### config.mk
export PLATFORM = sky130hd
export DESIGN_NAME = reg_bank_window_ctrl_flat
export DESIGN_NICKNAME = d
export VERILOG_FILES = /design/src/rtl/reg_bank_window_ctrl_if.sv /design/src/rtl/reg_bank_window_ctrl.sv /design/src/flat_wrapper.sv
export SDC_FILE = /design/constraint.sdc
export NUM_CORES = 1
export LEC_CHECK = 0
export ABC_CLOCK_PERIOD_IN_PS = 2200
export BUFFER_PORTS_ARGS = -buffer_cell sky130_fd_sc_hd__clkbuf_2
export CAP_MARGIN = 20
export CORE_AREA = 2 2 54 56
export DETAILED_ROUTE_END_ITERATION = 10
export DIE_AREA = 0 0 56 58
export PLACE_DENSITY = 0.78
export SLEW_MARGIN = 20
export SYNTH_ARGS = -nofsm -noshare
export SYNTH_HDL_FRONTEND = slang
export SYNTH_SLANG_ARGS = --single-unit
### constraint.sdc
create_clock -name clock -period 2.2 [get_ports clock]
set_input_delay 0.11 -clock clock [delete_from_list [all_inputs] [get_ports clock]]
set_output_delay 0.11 -clock clock [all_outputs]
set_load 0.01 [all_outputs]
### src/rtl/reg_bank_window_ctrl_if.sv
`default_nettype none
// ============================================================================
// Module      : reg_bank_window_ctrl_if
// Description : Bundle between decode/writeback and the bank window
//               controller.
//               Core-side controls : call_req, ret_req, clear_flags.
//               CPU writeback      : cpu_write_addr/data/en (en is active-low).
//               Register file side : bank_select, rf_write_addr/data/en.
//               Status             : busy, overflow, underflow.
//               master = core/testbench side, slave = controller side.
// Revision    : 1.0 - initial release
// ============================================================================
interface reg_bank_window_ctrl_if #(
    parameter int BANK_W = 8
);
    logic              call_req;
    logic              ret_req;
    logic              clear_flags;
    logic [3:0]        cpu_write_addr;
    logic [15:0]       cpu_write_data;
    logic              cpu_write_en;
    logic [BANK_W-1:0] bank_select;
    logic [3:0]        rf_write_addr;
    logic [15:0]       rf_write_data;
    logic              rf_write_en;
    logic              busy;
    logic              overflow;
    logic              underflow;

    modport master (
        output call_req, ret_req, clear_flags,
               cpu_write_addr, cpu_write_data, cpu_write_en,
        input  bank_select, rf_write_addr, rf_write_data, rf_write_en,
               busy, overflow, underflow
    );

    modport slave (
        input  call_req, ret_req, clear_flags,
               cpu_write_addr, cpu_write_data, cpu_write_en,
        output bank_select, rf_write_addr, rf_write_data, rf_write_en,
               busy, overflow, underflow
    );
endinterface
`default_nettype wire

### src/rtl/reg_bank_window_ctrl.sv
`default_nettype none
// ============================================================================
// Module      : reg_bank_window_ctrl
// Description : Owns bank_select for the banked register file and sequences
//               call/return windowing. CALL advances to the next bank and
//               zeroes its GPRs through the register file write port; RET
//               steps back one bank. CPU writeback is passed through while
//               idle and overridden by clear writes while busy.
// Ports       : clock   - system clock, rising edge
//               reset_n - asynchronous reset, active-low
//               bus     - reg_bank_window_ctrl_if.slave (controls, CPU
//                         writeback, register file write port, status)
// Revision    : 1.0 - initial release
// ============================================================================
module reg_bank_window_ctrl #(
    parameter int BANK_W        = 8,
    parameter int REGS_PER_BANK = 8,
    parameter int CLEAR_ON_CALL = 1
) (
    input  wire logic            clock,
    input  wire logic            reset_n,
    reg_bank_window_ctrl_if.slave bus
);

    localparam logic [BANK_W-1:0] TOP_BANK = {BANK_W{1'b1}};
    localparam logic [BANK_W-1:0] BOT_BANK = '0;
    localparam logic [3:0]        LAST_IDX = 4'(REGS_PER_BANK - 1);

    typedef enum logic [0:0] {
        ST_IDLE  = 1'b0,
        ST_CLEAR = 1'b1
    } state_t;

    state_t            state_q,     state_d;
    logic [BANK_W-1:0] bank_q,      bank_d;
    logic [3:0]        clr_cnt_q,   clr_cnt_d;
    logic              busy_q,      busy_d;
    logic              overflow_q,  overflow_d;
    logic              underflow_q, underflow_d;

    // Opposing requests in the same cycle cancel out entirely.
    logic w_call_only;
    logic w_ret_only;
    assign w_call_only = bus.call_req & ~bus.ret_req;
    assign w_ret_only  = bus.ret_req  & ~bus.call_req;

    always_comb begin
        state_d     = state_q;
        bank_d      = bank_q;
        clr_cnt_d   = clr_cnt_q;
        busy_d      = busy_q;
        // clear_flags drops both flags; a new error below re-sets its flag,
        // so a simultaneous set wins over the clear.
        overflow_d  = overflow_q  & ~bus.clear_flags;
        underflow_d = underflow_q & ~bus.clear_flags;

        case (state_q)
            ST_IDLE: begin
                if (w_call_only) begin
                    // Bounds are checked before the increment so the bank
                    // never wraps.
                    if (bank_q == TOP_BANK) begin
                        overflow_d = 1'b1;
                    end else begin
                        bank_d = bank_q + BANK_W'(1);
                        if (CLEAR_ON_CALL != 0) begin
                            state_d   = ST_CLEAR;
                            clr_cnt_d = 4'd0;
                            busy_d    = 1'b1;
                        end
                    end
                end else if (w_ret_only) begin
                    if (bank_q == BOT_BANK) begin
                        underflow_d = 1'b1;
                    end else begin
                        bank_d = bank_q - BANK_W'(1);
                    end
                end
            end
            ST_CLEAR: begin
                // Requests are ignored here; the core is stalled by busy.
                if (clr_cnt_q == LAST_IDX) begin
                    state_d   = ST_IDLE;
                    clr_cnt_d = 4'd0;
                    busy_d    = 1'b0;
                end else begin
                    clr_cnt_d = clr_cnt_q + 4'd1;
                end
            end
            default: begin
                state_d   = ST_IDLE;
                clr_cnt_d = 4'd0;
                busy_d    = 1'b0;
            end
        endcase
    end

    always_ff @(posedge clock or negedge reset_n) begin
        if (!reset_n) begin
            state_q     <= ST_IDLE;
            bank_q      <= '0;
            clr_cnt_q   <= 4'd0;
            busy_q      <= 1'b0;
            overflow_q  <= 1'b0;
            underflow_q <= 1'b0;
        end else begin
            state_q     <= state_d;
            bank_q      <= bank_d;
            clr_cnt_q   <= clr_cnt_d;
            busy_q      <= busy_d;
            overflow_q  <= overflow_d;
            underflow_q <= underflow_d;
        end
    end

    // Write-port mux: zero-latency CPU pass-through while idle, clear writes
    // into the (already switched) new bank while clearing. Reset forces
    // ST_IDLE, so an interrupted clear issues no further writes.
    always_comb begin
        if (state_q == ST_CLEAR) begin
            bus.rf_write_addr = clr_cnt_q;
            bus.rf_write_data = 16'h0000;
            bus.rf_write_en   = 1'b0;
        end else begin
            bus.rf_write_addr = bus.cpu_write_addr;
            bus.rf_write_data = bus.cpu_write_data;
            bus.rf_write_en   = bus.cpu_write_en;
        end
    end

    assign bus.bank_select = bank_q;
    assign bus.busy        = busy_q;
    assign bus.overflow    = overflow_q;
    assign bus.underflow   = underflow_q;

endmodule
`default_nettype wire

### src/flat_wrapper.sv
// flat-port wrapper written by rule: the top's interface ports become plain ports
module reg_bank_window_ctrl_flat 
#(
    parameter int BANK_W        = 8,
    parameter int REGS_PER_BANK = 8,
    parameter int CLEAR_ON_CALL = 1
)
  (clock, reset_n, bus_call_req, bus_ret_req, bus_clear_flags, bus_cpu_write_addr, bus_cpu_write_data, bus_cpu_write_en, bus_bank_select, bus_rf_write_addr, bus_rf_write_data, bus_rf_write_en, bus_busy, bus_overflow, bus_underflow);
  reg_bank_window_ctrl_if #(.BANK_W(BANK_W)) bus_i ();
  input  wire logic clock;
  input  wire logic reset_n;
  input wire logic [$bits(bus_i.call_req)-1:0] bus_call_req;
  input wire logic [$bits(bus_i.ret_req)-1:0] bus_ret_req;
  input wire logic [$bits(bus_i.clear_flags)-1:0] bus_clear_flags;
  input wire logic [$bits(bus_i.cpu_write_addr)-1:0] bus_cpu_write_addr;
  input wire logic [$bits(bus_i.cpu_write_data)-1:0] bus_cpu_write_data;
  input wire logic [$bits(bus_i.cpu_write_en)-1:0] bus_cpu_write_en;
  output wire logic [$bits(bus_i.bank_select)-1:0] bus_bank_select;
  output wire logic [$bits(bus_i.rf_write_addr)-1:0] bus_rf_write_addr;
  output wire logic [$bits(bus_i.rf_write_data)-1:0] bus_rf_write_data;
  output wire logic [$bits(bus_i.rf_write_en)-1:0] bus_rf_write_en;
  output wire logic [$bits(bus_i.busy)-1:0] bus_busy;
  output wire logic [$bits(bus_i.overflow)-1:0] bus_overflow;
  output wire logic [$bits(bus_i.underflow)-1:0] bus_underflow;
  assign bus_i.call_req = bus_call_req;
  assign bus_i.ret_req = bus_ret_req;
  assign bus_i.clear_flags = bus_clear_flags;
  assign bus_i.cpu_write_addr = bus_cpu_write_addr;
  assign bus_i.cpu_write_data = bus_cpu_write_data;
  assign bus_i.cpu_write_en = bus_cpu_write_en;
  assign bus_bank_select = bus_i.bank_select;
  assign bus_rf_write_addr = bus_i.rf_write_addr;
  assign bus_rf_write_data = bus_i.rf_write_data;
  assign bus_rf_write_en = bus_i.rf_write_en;
  assign bus_busy = bus_i.busy;
  assign bus_overflow = bus_i.overflow;
  assign bus_underflow = bus_i.underflow;
  reg_bank_window_ctrl #(.BANK_W(BANK_W), .REGS_PER_BANK(REGS_PER_BANK), .CLEAR_ON_CALL(CLEAR_ON_CALL)) u_core (.clock(clock), .reset_n(reset_n), .bus(bus_i));
endmodule
==> reports/results.ini, run 1 <==
[run_status]
status=completed

[cts]
htree_levels=1
clk_pin_slew_ns=0.10
postCtsSetupBuffers=0
cts-hold-fix-buffers=1
cts.sinks=16
cts_tree=yes
cts_buffers=3
ctsLongestPathBuffers=2
root_buffer=clkbuf_4
clk_latency_ns=0.29
cts_resized=0

[floorplan]
die-area_mm2=0.00325
fp-row-count=19
die_width_um=56
io_pins=58
die_h_um=58
core_mm2=0.00266
start_util_pct=44.5

[synthesis]
ys_seq_area_share_pct=33.8
synth_flop_cell=dfrtp_1
synth_area_leader_cell=dfrtp_1
synth_warnings=0
synthAdderAreaFrac_pct=5.27
yosys.area_share.simple_pct=24.7
synth_xor_area_share_pct=6.65
syn_area_mm2=0.00119
synthCells=124
avgSynthCellArea_um2=9.57
synth_compound_gate_area_share_pct=17.7
synth-seq-cells=16
yosys.cell_types.count=40
synth_top_family_by_area=simple AND/OR/NAND/NOR gates
syn_nets=155
synthTopCellsByArea=dfrtp_1, nor2b_1, ha_1, xnor2_1, mux2_2
ys_async_sr_fraction_pct=100
synth_edf_count=0
synth_top_area_share_pct=33.8
synth.area.mux_share_pct=7.59

[sta]
grt_setup_unrepaired=false
slew_violations=0
clock-skew-final_ns=0.00214
timing.fmax_mhz=512
setup_viol=0
worst_pin_slew_ns=0.415
period_share_pct=88.8
fin_crit_ns=1.95
finalHoldViolCount=0
slew-limit-headroom_pct=72.2
tns_ns=0

[route]
drt_iter0_markers=36
drc=0
drt_wl_total_mm=2.91
via_count=1152
drtPass1Iterations=4
post_drt_wl_per_cell_um=13.7
ant_nets=0
avgViaCountPerCell=5.43

[setup_path]
crit_arrival_ns=2.14
slowest_stage=dfrtp_1
worst-path-max-fanout=9
crit_chain=xnor2_1, ha_1, o31a_1, nor3_1, o31ai_1, xor2_1, mux2_4
ff2ff_setup_slack_ns=0.25
crit_type=reg -> reg
critPathMaxStageDelay_ns=0.49
crit_required_ns=2.39
worstSetupStartpointType=flip-flop
end_kind=flip-flop

[finish]
final_cell_mix=clkbuf_2, nor2b_1, dfrtp_1
multi_input_area_um2=734
seq_area_um2=400
insertedDiodeCount=0
nets=213
drive_gt1_share_pct=41.4
fillers=245
area_growth_pct=29.1
final_common_cell=clkbuf_2
final_cells=212

[run]
maxCapViolCount=0

[global_routing]
grt_usage_pct=18.7
grt_pass1_vias=1084
grt_pass1_wl_mm=4.82
overflow=0
antenna_found_initial=0
grt_max_degree=31

[pwr]
ir_drop_mv=0.761
power-per-cell-area_mw_per_mm2=1330
p_leak_nw=0.770

[placed_design]
dp.cells=207
port_buffers=57
gp_congestion=0.920
hpwl_mm=2.28

[min_path]
hold_class=in -> reg

==> flip-flops by register name, indices dropped and copies added, names as in the netlist <==
| signal | flops |
|---|---|
| u_core.bus.bank_select | 8 |
| u_core.bus.busy | 1 |
| u_core.bus.overflow | 1 |
| u_core.bus.underflow | 1 |
| u_core.clr_cnt_q | 4 |
| u_core.state_q | 1 |
==> synthesized netlist by cell type, drive strengths merged, types with 2 or more instances <==
cell    count
dfrtp      16
mux2        7
clkbuf      3
a21oi       4
a22o        3
xnor2       6
xor2        3
nor2        3
buf         4
o21ai       7
nor2b      20
o31ai       2
inv         3
nand4       2
o21a        2
nand3       3
ha          5
a21o        3
nor3        6
nand2       8
==> kinds of logic (layout without fill, tap and decap cells) <==
group,count (synthesis),in the layout
AO/OA/AOI/OAI,28,28
XOR/XNOR,9,9
adder cells (fa/ha/maj),5,5
buffers and inverters,10,67
flip-flops,16,16
multiplexers,7,7
AND/OR/NAND/NOR,49,49
==> path summary, 6_finish.rpt <==
check,start,to,depth (start not counted)
max in group asynchronous,reset_n,u_core.clr_cnt_q[3],2
hold reg to reg,u_core.bus.overflow,u_core.bus.overflow,1
min in group asynchronous,reset_n,u_core.bus.bank_select[0],2
setup / recovery,u_core.bus.bank_select[1],u_core.bus.bank_select[6],7
setup reg to reg,u_core.bus.bank_select[1],u_core.bus.bank_select[6],7
hold / removal,bus_clear_flags,u_core.bus.overflow,3
==> layer usage <==
metal	GRT usage (%)	share of wire, %
met1	23.7	42
met2	31.8	52
met3	1.34	3.6
met4	10.5	2.4
met5	0	0
==> layout make-up <==
class	count	share of cell area [%]
repair buffers	60	20.3
clock buffers	4	2.37
flip-flops and latches	16	26.1
inverters	3	0.735
multi-input cells	98	48.0
well taps	31	2.53
==> worst max-delay path, delay by kind of cell, from the launching register on <==
family	cells	cell delay (ns)
and+or+nand+nor	1	0.17
xor gates and xnor gates	2	0.32
DFF	1	0.49
adders and majority gates	1	0.23
muxes	1	0.26
AOI/OAI and AO/OA	2	0.38
==> where the power goes <==
group	internal, W	total (W)	switching (W)
clock	0.000101	0.000202	0.000101
sequential	0.000424	0.000641	0.000217
combinational	0.000586	0.00120	0.000609
==> through the flow <==
stage | total power (W) | cell area (µm²) | setup slack, ns | util, % | hold WS [ns]
final | 0.00204 | 1530 | 0.246 | 57.5 | 0.0871
after global routing | 0.00221 | 1530 | 0.110 | 57.5 | 0.0993
after CTS | 0.00205 | 1530 | 0.255 | 57.5 | 0.0796
after detailed placement | 0.00184 | 1490 | 0.227 | 55.8 | 0.0620
after global placement | 0.00177 | 1490 | 0.310 | 55.8 | 0.0500
after floorplan | 0.00148 | 1190 | 0.348 | - | -0.186
(Power assumes the default switching activity.)
==> run 2, diff against run 1 <==
Settings changed: ABC_AREA from default to 1, CORE_AREA 2 2 54 56 to 2 2 57 59, DIE_AREA 0 0 56 58 to 0 0 59 61, PLACE_DENSITY 0.78 to 0.77.
==> reports/results.ini, run 2 <==
[synthesis]
synthTopCellsByArea=dfrtp_1, nand2_1, inv_1, nor2_1, ha_1
avgSynthCellArea_um2=7.02  ; -27%
syn_area_mm2=0.00136  ; +15%
ys_async_sr_fraction_pct=100  ; unchanged
synthCells=194  ; +56%
syn_nets=225  ; +45%
yosys.cell_types.count=35  ; -13%
synth_area_leader_cell=dfrtp_1
synth_edf_count=0  ; unchanged
synth_flop_cell=dfrtp_1
ys_seq_area_share_pct=29.4  ; -4.3 points
synth_top_area_share_pct=29.4  ; -4.3 points
synth_common_cells=nand2_1, inv_1, nor2_1
yosysMostFrequentCell=nand2_1
synth_warnings=0  ; unchanged
synth-seq-cells=16  ; unchanged

[sta]
tns_ns=0  ; unchanged
timing.fmax_mhz=633  ; +24%
clock-skew-final_ns=0.00913  ; +0.00699 ns
slew_violations=0  ; unchanged
slew-limit-headroom_pct=71.9  ; -0.31 points
worst_pin_slew_ns=0.421  ; +0.00565 ns
fin_crit_ns=1.58  ; -0.375 ns
setup_viol=0  ; unchanged
grt_setup_unrepaired=false
period_share_pct=71.8  ; -17 points
finalHoldViolCount=0  ; unchanged

[min_path]
hold_class=in -> reg
worstHoldEndpoint=u_core.bus.underflow
hold_start=bus_clear_flags
holdPathStages=4  ; +1

[finish]
nets=286  ; +34%
largest_reg_flops=8  ; unchanged
area_growth_pct=26.9
insertedDiodeCount=0  ; unchanged
final_common_cell=clkbuf_2
drive_gt1_share_pct=37.4  ; -4.0 points
fillers=283  ; +16%
final_cell_mix=clkbuf_2, nand2_1, inv_1

[cts]
postCtsSetupBuffers=0  ; unchanged
clk_pin_slew_ns=0.11  ; about the same
clk_latency_ns=0.29  ; about the same
htree_levels=1  ; unchanged
cts_tree=yes
cts_resized=0  ; unchanged
cts.sinks=16  ; unchanged
cts_buffers=3  ; unchanged
root_buffer=clkbuf_4
ctsLongestPathBuffers=2  ; unchanged

[global_routing]
antenna_found_initial=0  ; unchanged
grt_pass1_wl_mm=4.57  ; -5.2%
overflow=0  ; unchanged
grt_max_degree=19  ; -39%
grt_pass1_vias=1029  ; -5.1%
grt_usage_pct=16.9  ; -1.7 points

[pwr]
switching_power_w=0.00111  ; +20%
internal-power_w=0.00107  ; -4.0%
ir_drop_mv=0.501  ; -34%
power.total_w=0.00218  ; +6.8%
power.clock.fraction_pct=9.4  ; -0.5 points
combPwrFrac_pct=64.2  ; +5.5 points
power-per-cell-area_mw_per_mm2=1260  ; -5.4%
seq_power_share_pct=26.4  ; -5.0 points
p_leak_nw=1.01  ; +31%
switching_share_pct=51.0  ; +5.5 points

[route]
drt_iter0_markers=18  ; -50%
drt_wl_total_mm=3.00  ; +3.2%
ant_nets=0  ; unchanged
avgViaCountPerCell=4.57  ; -16%
drtPass1Iterations=4  ; unchanged
drc=0  ; unchanged
via_count=1313  ; +14%
post_drt_wl_per_cell_um=10.5  ; -24%

[floorplan]
fp-row-count=20  ; +1
die_width_um=59  ; +5.4%
core_mm2=0.00295  ; +11%
io_pins=58  ; unchanged
start_util_pct=46.1  ; +1.6 points
die-area_mm2=0.00360  ; +11%
die_h_um=61  ; +5.2%

[setup_path]
crit_required_ns=2.40  ; about the same
crit_arrival_ns=1.78  ; -0.36 ns
cp_top_family=simple AND/OR/NAND/NOR gates
critPathMaxStageDelay_ns=0.44  ; -0.05 ns
end_kind=flip-flop
ff2ff_setup_slack_ns=0.62  ; +0.37 ns
path_buf_inv=3  ; +3
worstSetupStartpointType=flip-flop
slowest_stage=dfrtp_1
reg2reg_to=u_core.bus.bank_select[4]
r2r-start=u_core.bus.bank_select[1]
rr_worst_depth=11  ; +4
crit_type=reg -> reg
crit_chain=inv_1, nand3_1, nand2_1, inv_1, ha_1, inv_1, nand2_1, a21oi_2, nand2_1, nand3_2, nand2_1
worst-path-max-fanout=4  ; -5
crit_top_cell=nand2_1
crit_start=u_core.bus.bank_select[1]

[run]
maxCapViolCount=0  ; unchanged

[run_status]
status=completed

[placed_design]
gp_congestion=0.888  ; -3.5%
port_buffers=57  ; unchanged
hpwl_mm=2.42  ; +6.1%

## run 2: power groups by stage
stage,Clock (W),Sequential [W],Combinational [W]
4_1_cts,0.000207,0.000575,0.00141
6_report,0.000205,0.000574,0.00140
2_1_floorplan,0,0.000589,0.00100
5_1_grt,0.000218,0.000599,0.00158
3_5_place_dp,0,0.000580,0.00140
3_3_place_gp,0,0.000582,0.00138
## run 2: cell type report
cell class | instances | area, µm² | share of cell area, %
Multi-Input combinational cell | 133 | 785 | 45.4
Sequential cell | 16 | 400 | 23.2
Timing Repair Buffer | 59 | 303 | 17.5
Inverter | 42 | 163 | 9.41
Tap cell | 33 | 41.3 | 2.39
Clock buffer | 4 | 36.3 | 2.10
## run 2: worst max-delay path by stage
stage          depth (start not counted)  slack [ns]                        end
2_1_floorplan                         11        0.75  u_core.bus.bank_select[4]
3_3_place_gp                          11        0.66  u_core.bus.bank_select[4]
3_5_place_dp                          11        0.64  u_core.bus.bank_select[4]
4_1_cts                               11        0.62  u_core.bus.bank_select[4]
5_1_grt                               12        0.42  u_core.bus.bank_select[4]
6_report                              11        0.62  u_core.bus.bank_select[4]
## run 2: cell families (layout without fill, tap and decap cells)
logic type      count (synthesis)  in the layout  synth area share [%]
simple gates                  102            102                  38.4
buf+inv                        45            105                  13.0
compound gates                 23             23                  12.7
flops                          16             16                  29.4
fa+ha+maj                       5              5                  4.60
xor+xnor                        3              3                  1.93
## run 2: per-layer routing
layer,vias up,share of wire (%),track usage [%]
met5,-,0,0
met4,0,0.97,4.87
met3,4,3.1,2.77
met2,20,48,26.5
met1,565,48,24.2
li1,724,-,-
## run 2: tightest hold or removal path, stage by stage
cell      delay (ns)
clkbuf_2        0.07
inv_1           0.05
nand2_1         0.05
o41ai_1         0.06
## run 2: metrics by stage
step	util [%]	setup slack [ns]	area (µm²)	instances	hold slack, ns
2_1_floorplan	-	0.751	1360	194	-0.186
3_3_place_gp	56.9	0.661	1680	282	0.0675
3_5_place_dp	56.9	0.642	1680	282	0.0736
4_1_cts	58.5	0.625	1730	287	0.0879
5_1_grt	58.5	0.420	1730	287	0.100
6_report	58.5	0.621	1730	287	0.0980
## run 2: what timing repair did
action / in CTS / in global routing
hold buffers: 1 / 0
hold endpoints to repair: 16 / 0
setup endpoints to repair: 0 / 0
==> run 3, diff against run 2 <==
Settings changed: ABC_AREA 1 to 0, ABC_CLOCK_PERIOD_IN_PS 2200 to 1600, CORE_AREA 2 2 57 59 to 2 2 54 56, DIE_AREA 0 0 59 61 to 0 0 56 58, PLACE_DENSITY 0.77 to 0.78.
Clock period 2.2 ns to 1.6 ns, I/O delays scaled along.
==> reports/results.ini, run 3 (synthesized netlist as in run 1, its figures left out) <==
[run_status]
status=finished, violations left
failed_checks=negative setup slack

[setup_path]
end_kind=flip-flop
worst-path-max-fanout=4  ; unchanged
path_buf_inv=0  ; -3
reg2reg_to=u_core.bus.bank_select[6]
crit_required_ns=1.80  ; -0.60 ns
slowest_stage=dfrtp_1
cp_top_family=flip-flops
crit_type=reg -> reg
r2r-start=u_core.bus.bank_select[1]
crit_arrival_ns=1.98  ; +0.20 ns
critPathMaxStageDelay_ns=0.43  ; about the same
worstSetupStartpointType=flip-flop
ff2ff_setup_slack_ns=-0.18  ; -0.80 ns
rr_worst_depth=7  ; -4
crit_chain=xnor2_1, ha_2, o31a_1, nor3_1, o31ai_1, xor2_1, mux2_4

[route]
ant_nets=0  ; unchanged
drt_wl_total_mm=3.19  ; +6.3%
via_count=1263  ; -3.8%
avgViaCountPerCell=5.28  ; +16%
drt_iter0_markers=41  ; +23
drtPass1Iterations=4  ; unchanged
post_drt_wl_per_cell_um=13.4  ; +28%
drc=0  ; unchanged

[min_path]
worstHoldEndpoint=u_core.bus.overflow
hold_start=bus_clear_flags
holdPathStages=3  ; -1
hold_class=in -> reg

[global_routing]
grt_pass1_vias=1318  ; +28%
grt_usage_pct=21.1  ; +4.1 points
antenna_found_initial=0  ; unchanged
grt_max_degree=29  ; +10
overflow=0  ; unchanged
grt_pass1_wl_mm=5.45  ; +19%

[sta]
setup_viol=8  ; +8
grt_setup_unrepaired=true
tns_ns=-1.08  ; -1.08 ns
slew_violations=0  ; unchanged
fin_crit_ns=1.78  ; +0.198 ns
timing.fmax_mhz=563  ; -11%
setup_ws_ns=-0.177  ; -0.798 ns
clock-skew-final_ns=0.00914  ; +0.0000136 ns
slew-limit-headroom_pct=72.4  ; +0.43 points
period_share_pct=111  ; +39 points
worst_pin_slew_ns=0.414  ; -0.00646 ns
finalHoldViolCount=0  ; unchanged

[placed_design]
gp_congestion=0.785  ; -12%
hpwl_mm=2.54  ; +4.9%
port_buffers=57  ; unchanged

[floorplan]
die-area_mm2=0.00325  ; -9.8%
fp-row-count=19  ; -5.0%
start_util_pct=44.5  ; -1.6 points
die_width_um=56  ; -5.1%
io_pins=58  ; unchanged
die_h_um=58  ; -4.9%
core_mm2=0.00266  ; -9.8%

[finish]
final_cell_mix=clkbuf_2, buf_4, nor2b_1
final_common_cell=clkbuf_2
insertedDiodeCount=0  ; unchanged
area_growth_pct=49.9
nets=240  ; -16%
final_core_util_pct=66.8  ; +8.3 points
largest_reg_flops=8  ; unchanged
fillers=213  ; -25%
drive_gt1_share_pct=52.4  ; +15 points

[cts]
ctsLongestPathBuffers=2  ; unchanged
clk_pin_slew_ns=0.11  ; about the same
clk_latency_ns=0.30  ; about the same
htree_levels=1  ; unchanged
cts.sinks=16  ; unchanged
cts_tree=yes
cts_buffers=3  ; unchanged
root_buffer=clkbuf_4

[pwr]
p_leak_nw=0.910  ; -10%
ir_drop_mv=1.20  ; +140%
power-per-cell-area_mw_per_mm2=1860  ; +47%

[run]
maxCapViolCount=0  ; unchanged

## run 3: cell types whose count changed in the layout (fill, tap and decap cells not counted), moves of 4 or more
cell,before,now
nor2b_1,0,19
nand3_1,10,3
nor2_1,20,3
mux2_2,0,4
inv_2,4,0
nand3_2,5,0
nand2_2,8,0
inv_1,37,3
xnor2_1,1,6
nand2_1,45,8
buf_4,1,27
## run 3: area by class of cell
| class | instances | area, µm² | area share (%) |
|---|---|---|---|
| Tap cell | 31 | 38.8 | 2.18 |
| Sequential cell | 16 | 402 | 22.6 |
| Timing Repair Buffer | 87 | 520 | 29.3 |
| Clock buffer | 4 | 36.3 | 2.04 |
| Inverter | 3 | 11.3 | 0.633 |
| Multi-Input combinational cell | 98 | 769 | 43.3 |
## run 3: worst min-delay path: stages
cell,delay (ns)
clkbuf_2,0.08
inv_1,0.06
a21o_1,0.10
## run 3: worst max-delay path by stage
stage	slack (ns)	from	end	depth (start not counted)
final	-0.18	u_core.bus.bank_select[1]	u_core.bus.bank_select[6]	7
after global routing	-0.26	u_core.bus.bank_select[1]	u_core.bus.bank_select[6]	7
after CTS	-0.17	u_core.bus.bank_select[3]	u_core.bus.bank_select[6]	7
after detailed placement	-0.24	bus_ret_req	u_core.bus.bank_select[7]	9
after global placement	-0.17	bus_call_req	u_core.bus.bank_select[7]	9
after floorplan	-0.22	u_core.bus.bank_select[1]	u_core.bus.bank_select[6]	8
## run 3: stage by stage
step	std cells	setup slack, ns	total power, W	hold slack, ns	area (µm²)
4_1_cts	239	-0.173	0.00327	0.0552	1770
2_1_floorplan	124	-0.224	0.00209	-0.216	1210
3_3_place_gp	231	-0.174	0.00284	0.0203	1690
5_1_grt	239	-0.263	0.00356	0.0799	1780
3_5_place_dp	231	-0.245	0.00294	0.0326	1690
6_report	239	-0.177	0.00330	0.0552	1780
## run 3: timing repair
item | 4_1_cts | 5_1_grt
hold buffers | 1 | 0
setup buffers | 3 | 2
gates resized for setup | 4 | 3
setup endpoints to repair | 12 | 17
endpoints found under the hold margin | 16 | 0
pin swaps | 7 | 7
## run 3: power by group
part           switching, W  internal [W]
sequential         0.000186      0.000587
clock              0.000147      0.000139
combinational       0.00107       0.00117
## run 3: routing by layer
layer / track usage, % / up-vias / wire length (µm)
li1: - / 615 / -
met1: 23.7 / 589 / 1220
met2: 39.5 / 51 / 1740
met3: 2.68 / 8 / 169
met4: 9.86 / 0 / 58
met5: 0 / - / 0
